<file path="src/rtl/block_mem_bridge_pkg.sv">
`default_nettype none
// ============================================================================
// Module   : block_mem_bridge_pkg
// Purpose  : Shared constants, state encoding and address helper for the
//            block-to-beat memory bridge.
// Revision : 1.0 - initial release
// ============================================================================
package block_mem_bridge_pkg;

    localparam int WORD_SIZE        = 32;
    localparam int BLOCK_DATA_WIDTH = 512;
    localparam int BEATS            = BLOCK_DATA_WIDTH / WORD_SIZE;
    localparam int BEAT_BITS        = 4;
    localparam int BLOCK_BYTE_BITS  = 6;

    typedef enum logic [2:0] {
        IDLE    = 3'd0,
        CMD     = 3'd1,
        WDATA   = 3'd2,
        RDATA   = 3'd3,
        DONE    = 3'd4,
        RELEASE = 3'd5
    } state_t;

    // Clear the byte-offset bits so the bus always sees a block base address.
    function automatic logic [WORD_SIZE-1:0] align_block(input logic [WORD_SIZE-1:0] addr);
        return {addr[WORD_SIZE-1:BLOCK_BYTE_BITS], {BLOCK_BYTE_BITS{1'b0}}};
    endfunction

endpackage
`default_nettype wire

</file>
<file path="src/rtl/block_mem_bridge_beat_buffer.sv">
`default_nettype none
// ============================================================================
// Module   : block_beat_buffer
// Purpose  : One cache block of storage with whole-block load, single-word
//            write and single-word read, all addressed by beat index.
//            data_next exposes the value the register takes on the next edge
//            so the parent can snapshot a block in the same cycle the last
//            word lands.
// Revision : 1.0 - initial release
// ============================================================================
module block_beat_buffer #(
    parameter int WORD_W  = 32,
    parameter int BLOCK_W = 512,
    parameter int IDX_W   = 4
) (
    input  logic               clk,
    input  logic               rst,
    input  logic               load,
    input  logic [BLOCK_W-1:0] load_data,
    input  logic               wr_en,
    input  logic [IDX_W-1:0]   wr_idx,
    input  logic [WORD_W-1:0]  wr_word,
    input  logic [IDX_W-1:0]   rd_idx,
    output logic [WORD_W-1:0]  rd_word,
    output logic [BLOCK_W-1:0] data_next
);

    logic [BLOCK_W-1:0] r_data;
    logic [BLOCK_W-1:0] w_next;

    // Next block value: a full load takes priority over a word write.
    always_comb begin
        w_next = r_data;
        if (load) begin
            w_next = load_data;
        end else if (wr_en) begin
            w_next[int'(wr_idx) * WORD_W +: WORD_W] = wr_word;
        end
    end

    // Block storage register.
    always_ff @(posedge clk or posedge rst) begin
        if (rst) begin
            r_data <= '0;
        end else begin
            r_data <= w_next;
        end
    end

    assign rd_word   = r_data[int'(rd_idx) * WORD_W +: WORD_W];
    assign data_next = w_next;

endmodule
`default_nettype wire

</file>
<file path="src/rtl/block_mem_bridge.sv">
`default_nettype none
// ============================================================================
// Module   : block_mem_bridge
// Purpose  : Turns one 512-bit block request from the cache controller into a
//            single bus command followed by 16 ascending 32-bit beats, then
//            returns the assembled block with a one-cycle ready pulse.
// Revision : 1.0 - initial release
// ============================================================================
module block_mem_bridge
    import block_mem_bridge_pkg::*;
(
    input  logic                        clk,
    input  logic                        rst,
    input  logic                        mem_req_enable,
    input  logic                        mem_req_rw,
    input  logic [WORD_SIZE-1:0]        mem_req_addr,
    input  logic [BLOCK_DATA_WIDTH-1:0] mem_req_dataout,
    output logic [BLOCK_DATA_WIDTH-1:0] mem_req_datain,
    output logic                        mem_req_ready,
    output logic                        bus_cmd_valid,
    input  logic                        bus_cmd_ready,
    output logic                        bus_cmd_rw,
    output logic [WORD_SIZE-1:0]        bus_cmd_addr,
    output logic                        bus_wdata_valid,
    input  logic                        bus_wdata_ready,
    output logic [WORD_SIZE-1:0]        bus_wdata,
    output logic                        bus_wlast,
    input  logic                        bus_rdata_valid,
    output logic                        bus_rdata_ready,
    input  logic [WORD_SIZE-1:0]        bus_rdata,
    output logic                        busy
);

    state_t                      r_state;
    state_t                      w_state_next;
    logic                        r_rw;
    logic [WORD_SIZE-1:0]        r_addr;
    logic [BEAT_BITS-1:0]        r_beat_cnt;
    logic [BLOCK_DATA_WIDTH-1:0] r_datain;

    logic                        w_capture;
    logic                        w_cmd_fire;
    logic                        w_wbeat_fire;
    logic                        w_rbeat_fire;
    logic                        w_last_beat;
    logic [WORD_SIZE-1:0]        w_buf_word;
    logic [BLOCK_DATA_WIDTH-1:0] w_buf_next;

    assign w_capture    = (r_state == IDLE)  && mem_req_enable;
    assign w_cmd_fire   = (r_state == CMD)   && bus_cmd_ready;
    assign w_wbeat_fire = (r_state == WDATA) && bus_wdata_ready;
    assign w_rbeat_fire = (r_state == RDATA) && bus_rdata_valid;
    assign w_last_beat  = (r_beat_cnt == BEAT_BITS'(BEATS - 1));

    block_beat_buffer #(
        .WORD_W  (WORD_SIZE),
        .BLOCK_W (BLOCK_DATA_WIDTH),
        .IDX_W   (BEAT_BITS)
    ) u_buffer (
        .clk       (clk),
        .rst       (rst),
        .load      (w_capture && mem_req_rw),
        .load_data (mem_req_dataout),
        .wr_en     (w_rbeat_fire),
        .wr_idx    (r_beat_cnt),
        .wr_word   (bus_rdata),
        .rd_idx    (r_beat_cnt),
        .rd_word   (w_buf_word),
        .data_next (w_buf_next)
    );

    // State register.
    always_ff @(posedge clk or posedge rst) begin
        if (rst) begin
            r_state <= IDLE;
        end else begin
            r_state <= w_state_next;
        end
    end

    // Request capture: direction and block base are frozen until back in IDLE.
    always_ff @(posedge clk or posedge rst) begin
        if (rst) begin
            r_rw   <= 1'b0;
            r_addr <= '0;
        end else if (w_capture) begin
            r_rw   <= mem_req_rw;
            r_addr <= align_block(mem_req_addr);
        end
    end

    // Beat counter: cleared on command accept, advanced per accepted beat;
    // the natural 15->0 wrap coincides with leaving the data state.
    always_ff @(posedge clk or posedge rst) begin
        if (rst) begin
            r_beat_cnt <= '0;
        end else if (w_cmd_fire) begin
            r_beat_cnt <= '0;
        end else if (w_wbeat_fire || w_rbeat_fire) begin
            r_beat_cnt <= r_beat_cnt + BEAT_BITS'(1);
        end
    end

    // Returned block: snapshot taken as the final beat completes, so it is
    // valid during DONE and held until the next transfer finishes.
    always_ff @(posedge clk or posedge rst) begin
        if (rst) begin
            r_datain <= '0;
        end else if ((w_wbeat_fire || w_rbeat_fire) && w_last_beat) begin
            r_datain <= w_buf_next;
        end
    end

    // Next-state and bus strobes.
    always_comb begin
        w_state_next    = r_state;
        bus_cmd_valid   = 1'b0;
        bus_wdata_valid = 1'b0;
        bus_wlast       = 1'b0;
        bus_rdata_ready = 1'b0;
        mem_req_ready   = 1'b0;
        case (r_state)
            IDLE: begin
                if (mem_req_enable) begin
                    w_state_next = CMD;
                end
            end
            CMD: begin
                bus_cmd_valid = 1'b1;
                if (bus_cmd_ready) begin
                    w_state_next = r_rw ? WDATA : RDATA;
                end
            end
            WDATA: begin
                bus_wdata_valid = 1'b1;
                bus_wlast       = w_last_beat;
                if (bus_wdata_ready && w_last_beat) begin
                    w_state_next = DONE;
                end
            end
            RDATA: begin
                bus_rdata_ready = 1'b1;
                if (bus_rdata_valid && w_last_beat) begin
                    w_state_next = DONE;
                end
            end
            DONE: begin
                mem_req_ready = 1'b1;
                w_state_next  = RELEASE;
            end
            RELEASE: begin
                if (!mem_req_enable) begin
                    w_state_next = IDLE;
                end
            end
            default: begin
                w_state_next = IDLE;
            end
        endcase
    end

    assign bus_cmd_rw     = r_rw;
    assign bus_cmd_addr   = r_addr;
    assign bus_wdata      = w_buf_word;
    assign mem_req_datain = r_datain;
    assign busy           = (r_state != IDLE);

endmodule
`default_nettype wire
</file>
<file path="config.mk">
export PLATFORM = sky130hd
export DESIGN_NAME = block_mem_bridge
export DESIGN_NICKNAME = d
export VERILOG_FILES = /design/src/rtl/block_mem_bridge_pkg.sv /design/src/rtl/block_mem_bridge_beat_buffer.sv /design/src/rtl/block_mem_bridge.sv
export SDC_FILE = /design/constraint.sdc
export NUM_CORES = 2
export LEC_CHECK = 0
export BUFFER_PORTS_ARGS = -buffer_cell sky130_fd_sc_hd__buf_2
export CAP_MARGIN = 15
export CORE_AREA = 2 2 451 453
export DETAILED_ROUTE_END_ITERATION = 6
export DIE_AREA = 0 0 453 455
export PLACE_DENSITY = 0.44
export SLEW_MARGIN = 5
export SYNTH_ARGS = -nofsm -noshare
export SYNTH_HDL_FRONTEND = slang
export SYNTH_HIERARCHICAL = 1
export SYNTH_SLANG_ARGS = --single-unit
export TNS_END_PERCENT = 20
</file>
<file path="constraint.sdc">
create_clock -name clk -period 24.5 [get_ports clk]
set_clock_uncertainty 0.2 [all_clocks]
set_input_delay 3.675 -clock clk [delete_from_list [all_inputs] [get_ports clk]]
set_output_delay 3.675 -clock clk [all_outputs]
set_load 0.02 [all_outputs]
</file>
==> flow_summary.toml <==
[detailed_routing]
ant_nets = 0
avgRoutedWirePerCell_um = 38.2
vias_per_cell = 5.24
drt-initial-drc-count = 3759
num_vias = 40601
wl_um = 296000
drt_drc_violations_left = 0
dr.pass1.iters = 5

[timing]
grt_setup_unrepaired = "false"
setup_viol = 0
relSlewSlack = 0.235
timing.final.crit_share = 0.359
worst-slew-pin-transition_ns = 1.14
fin_setup_tns_ns = 0
hold_violations = 0
drv_slew = 0
fin_ws_ns = 15.71
fmax_mhz = 114
period_minus_slack_ns = 8.79

[logic_synthesis]
synthArstFlopShare = 1.00
post_synth_instance_area_mm2 = 0.0511
synthCells = 3862
yosys_warnings = 6
synth-main-ff-cell = "dfrtp_1"
synth_edf_count = 0
synth_top_area_share = 0.518
ys_seq_area_frac = 0.518
netlist_top_cells_area = "dfrtp_1 (52%), mux2_4 (14%), mux4_2 (7.1%)"
synth_area_per_cell_um2 = 13.2
post_synth_num_cell_types = 62
synthTopCellsByCount = "dfrtp_1 (1058), mux2_4 (469), nand2_1 (245), clkbuf_1 (221), nor2_1 (214)"
synth_most_common_cell = "dfrtp_1"
ys_seq_elements = 1058
synth_top_cell_by_area = "dfrtp_1"

[worst_setup_path]
start_kind = "flip-flop"
cp_max_fo = 45
criticalPathCategory = "flip-flop to primary output"
required_ns = 20.62
cp.arrival_ns = 4.92
critPathCaptureType = "primary output"

[clock_tree]
cts_tree = "built"
cts_resized = 0
htreeDepth = 4
post_cts_buffers = 0
clock_latency_ns = 0.81
clock_path_buffers = 3
hold_buffers = 0
root_buffer = "clkbuf_16"
cts_buffers = 135
clock_sinks = 1058
path_clk_slew_ns = 0.06

[run_status]
outcome = "finished, final reports clean"

[layout]
layout-drive-gt1-share = 0.449
layout.cells.non_filler = 7754
fin_nets = 5503
area_delta_synth_final_pct = 25.1

[global_route]
grt_max_degree = 154
grt_pass1_vias = 41784
overflow = 0
track_usage = 0.278
antenna_found_initial = 117
grt_pass1_wl_um = 389000

[floorplan]
rows = 165
ioPinCount = 1166
die_w_um = 453
initial_core_util = 0.254
die-area_mm2 = 0.206
coreArea_mm2 = 0.201
die_h_um = 455

[worst_hold_path]
worstHoldPathType = "flip-flop to flip-flop"

[pwr]
powerDensity_mw_per_mm2 = 143
p_leak_nw = 29.5
ir_drop_uv = 77.2

[placed_design]
io_buffers = 1153
preCtsSetupSlack_ns = 16.38
place_inst = 7452
gp_congestion = 0.937
place_hpwl_um = 217000

[job]
cap_violations = 0
## sequential cells by signal, indices dropped and copies added, names as in the netlist
register,count
bus_cmd_addr,26
r_state,3
r_beat_cnt,4
bus_cmd_rw,1
mem_req_datain,512
u_buffer/r_data,512
## layout make-up
| cell class | instances | area, um^2 |
|---|---|---|
| antenna | 70 | 175 |
| tap | 2672 | 3340 |
| inverter | 14 | 75.1 |
| sequential | 1058 | 26500 |
| clock buffer | 182 | 3840 |
| timing repair buffer | 1271 | 6720 |
| multi-input combinational | 2437 | 22700 |
| fill | 20524 | 137000 |
| clock inverter | 50 | 597 |
## cell usage in the layout, fill, tap and decap left out, types with 113 or more instances in the layout
cell and n:
a221o_1 149, a2bb2oi_1 148, a31oi_1 181, buf_2 1153
buf_4 113, clkbuf_16 141, dfrtp_1 1054, mux2_4 469
mux2i_1 145, mux4_2 160, nand2_1 245, nor2_1 212
o21ai_0 133, o21ai_1 174
## per-stage QoR
| step | hold WS [ns] | instance area (um^2) | util | total power [mW] |
|---|---|---|---|---|
| after CTS | 0.305 | 63700 | 0.317 | 9.23 |
| after global routing | 0.311 | 63900 | 0.317 | 9.44 |
| final | 0.300 | 63900 | 0.318 | 9.13 |
| after detailed placement | 0.287 | 59300 | 0.295 | 7.13 |
| after floorplan | 0.292 | 51100 | - | 4.98 |
| after global placement | 0.284 | 59300 | 0.295 | 7.12 |
## path summary, 6_finish.rpt
check	start	end	slack, ns	cells past startpoint
max in group asynchronous	rst	mem_req_datain[143]	17.42	6
hold reg to reg	mem_req_datain[163]	mem_req_datain[163]	0.30	1
min in group asynchronous	rst	mem_req_datain[297]	2.78	2
hold / removal	mem_req_datain[163]	mem_req_datain[163]	0.30	1
setup reg to reg	r_beat_cnt[0]	mem_req_datain[304]	18.11	11
setup / recovery	r_beat_cnt[0]	bus_wdata[12]	15.71	5
## power breakdown
| group | internal (mW) | switching, mW | total [mW] |
|---|---|---|---|
| clock | 1.21 | 0.850 | 2.06 |
| sequential | 2.40 | 0.542 | 2.95 |
| combinational | 1.43 | 2.70 | 4.13 |
| total | 5.05 | 4.09 | 9.13 |
## worst max-delay path, cell delays in order, from the launching register on
cell and delay, ns:
dfrtp_4 1.01, buf_4 0.66, buf_4 0.74, mux4_2 0.75
mux4_2 0.63, buf_2 0.21
## routing by layer
metal | up-vias | global-route usage | share of wire
li1 | 16660 | - | -
met1 | 21383 | 0.300 | 0.35
met2 | 1961 | 0.503 | 0.53
met3 | 549 | 0.0551 | 0.059
met4 | 48 | 0.164 | 0.058
met5 | - | 0 | 0.0010
## logic make-up (layout without fill, tap and decap cells)
logic type                 after synthesis  after routing  share of synthesized area
buffers and inverters                  372           1517                     0.0460
xor gates and xnor gates                 2              2                   0.000637
DFF                                   1058           1058                      0.518
adders and majority gates                3              3                   0.000735
and+or+nand+nor                        728            728                     0.0668
other                                    1             76                  0.0000734
AOI/OAI and AO/OA                      852            852                      0.115
muxes                                  846            846                      0.253
Note: power is estimated with default switching activity, not from simulation.
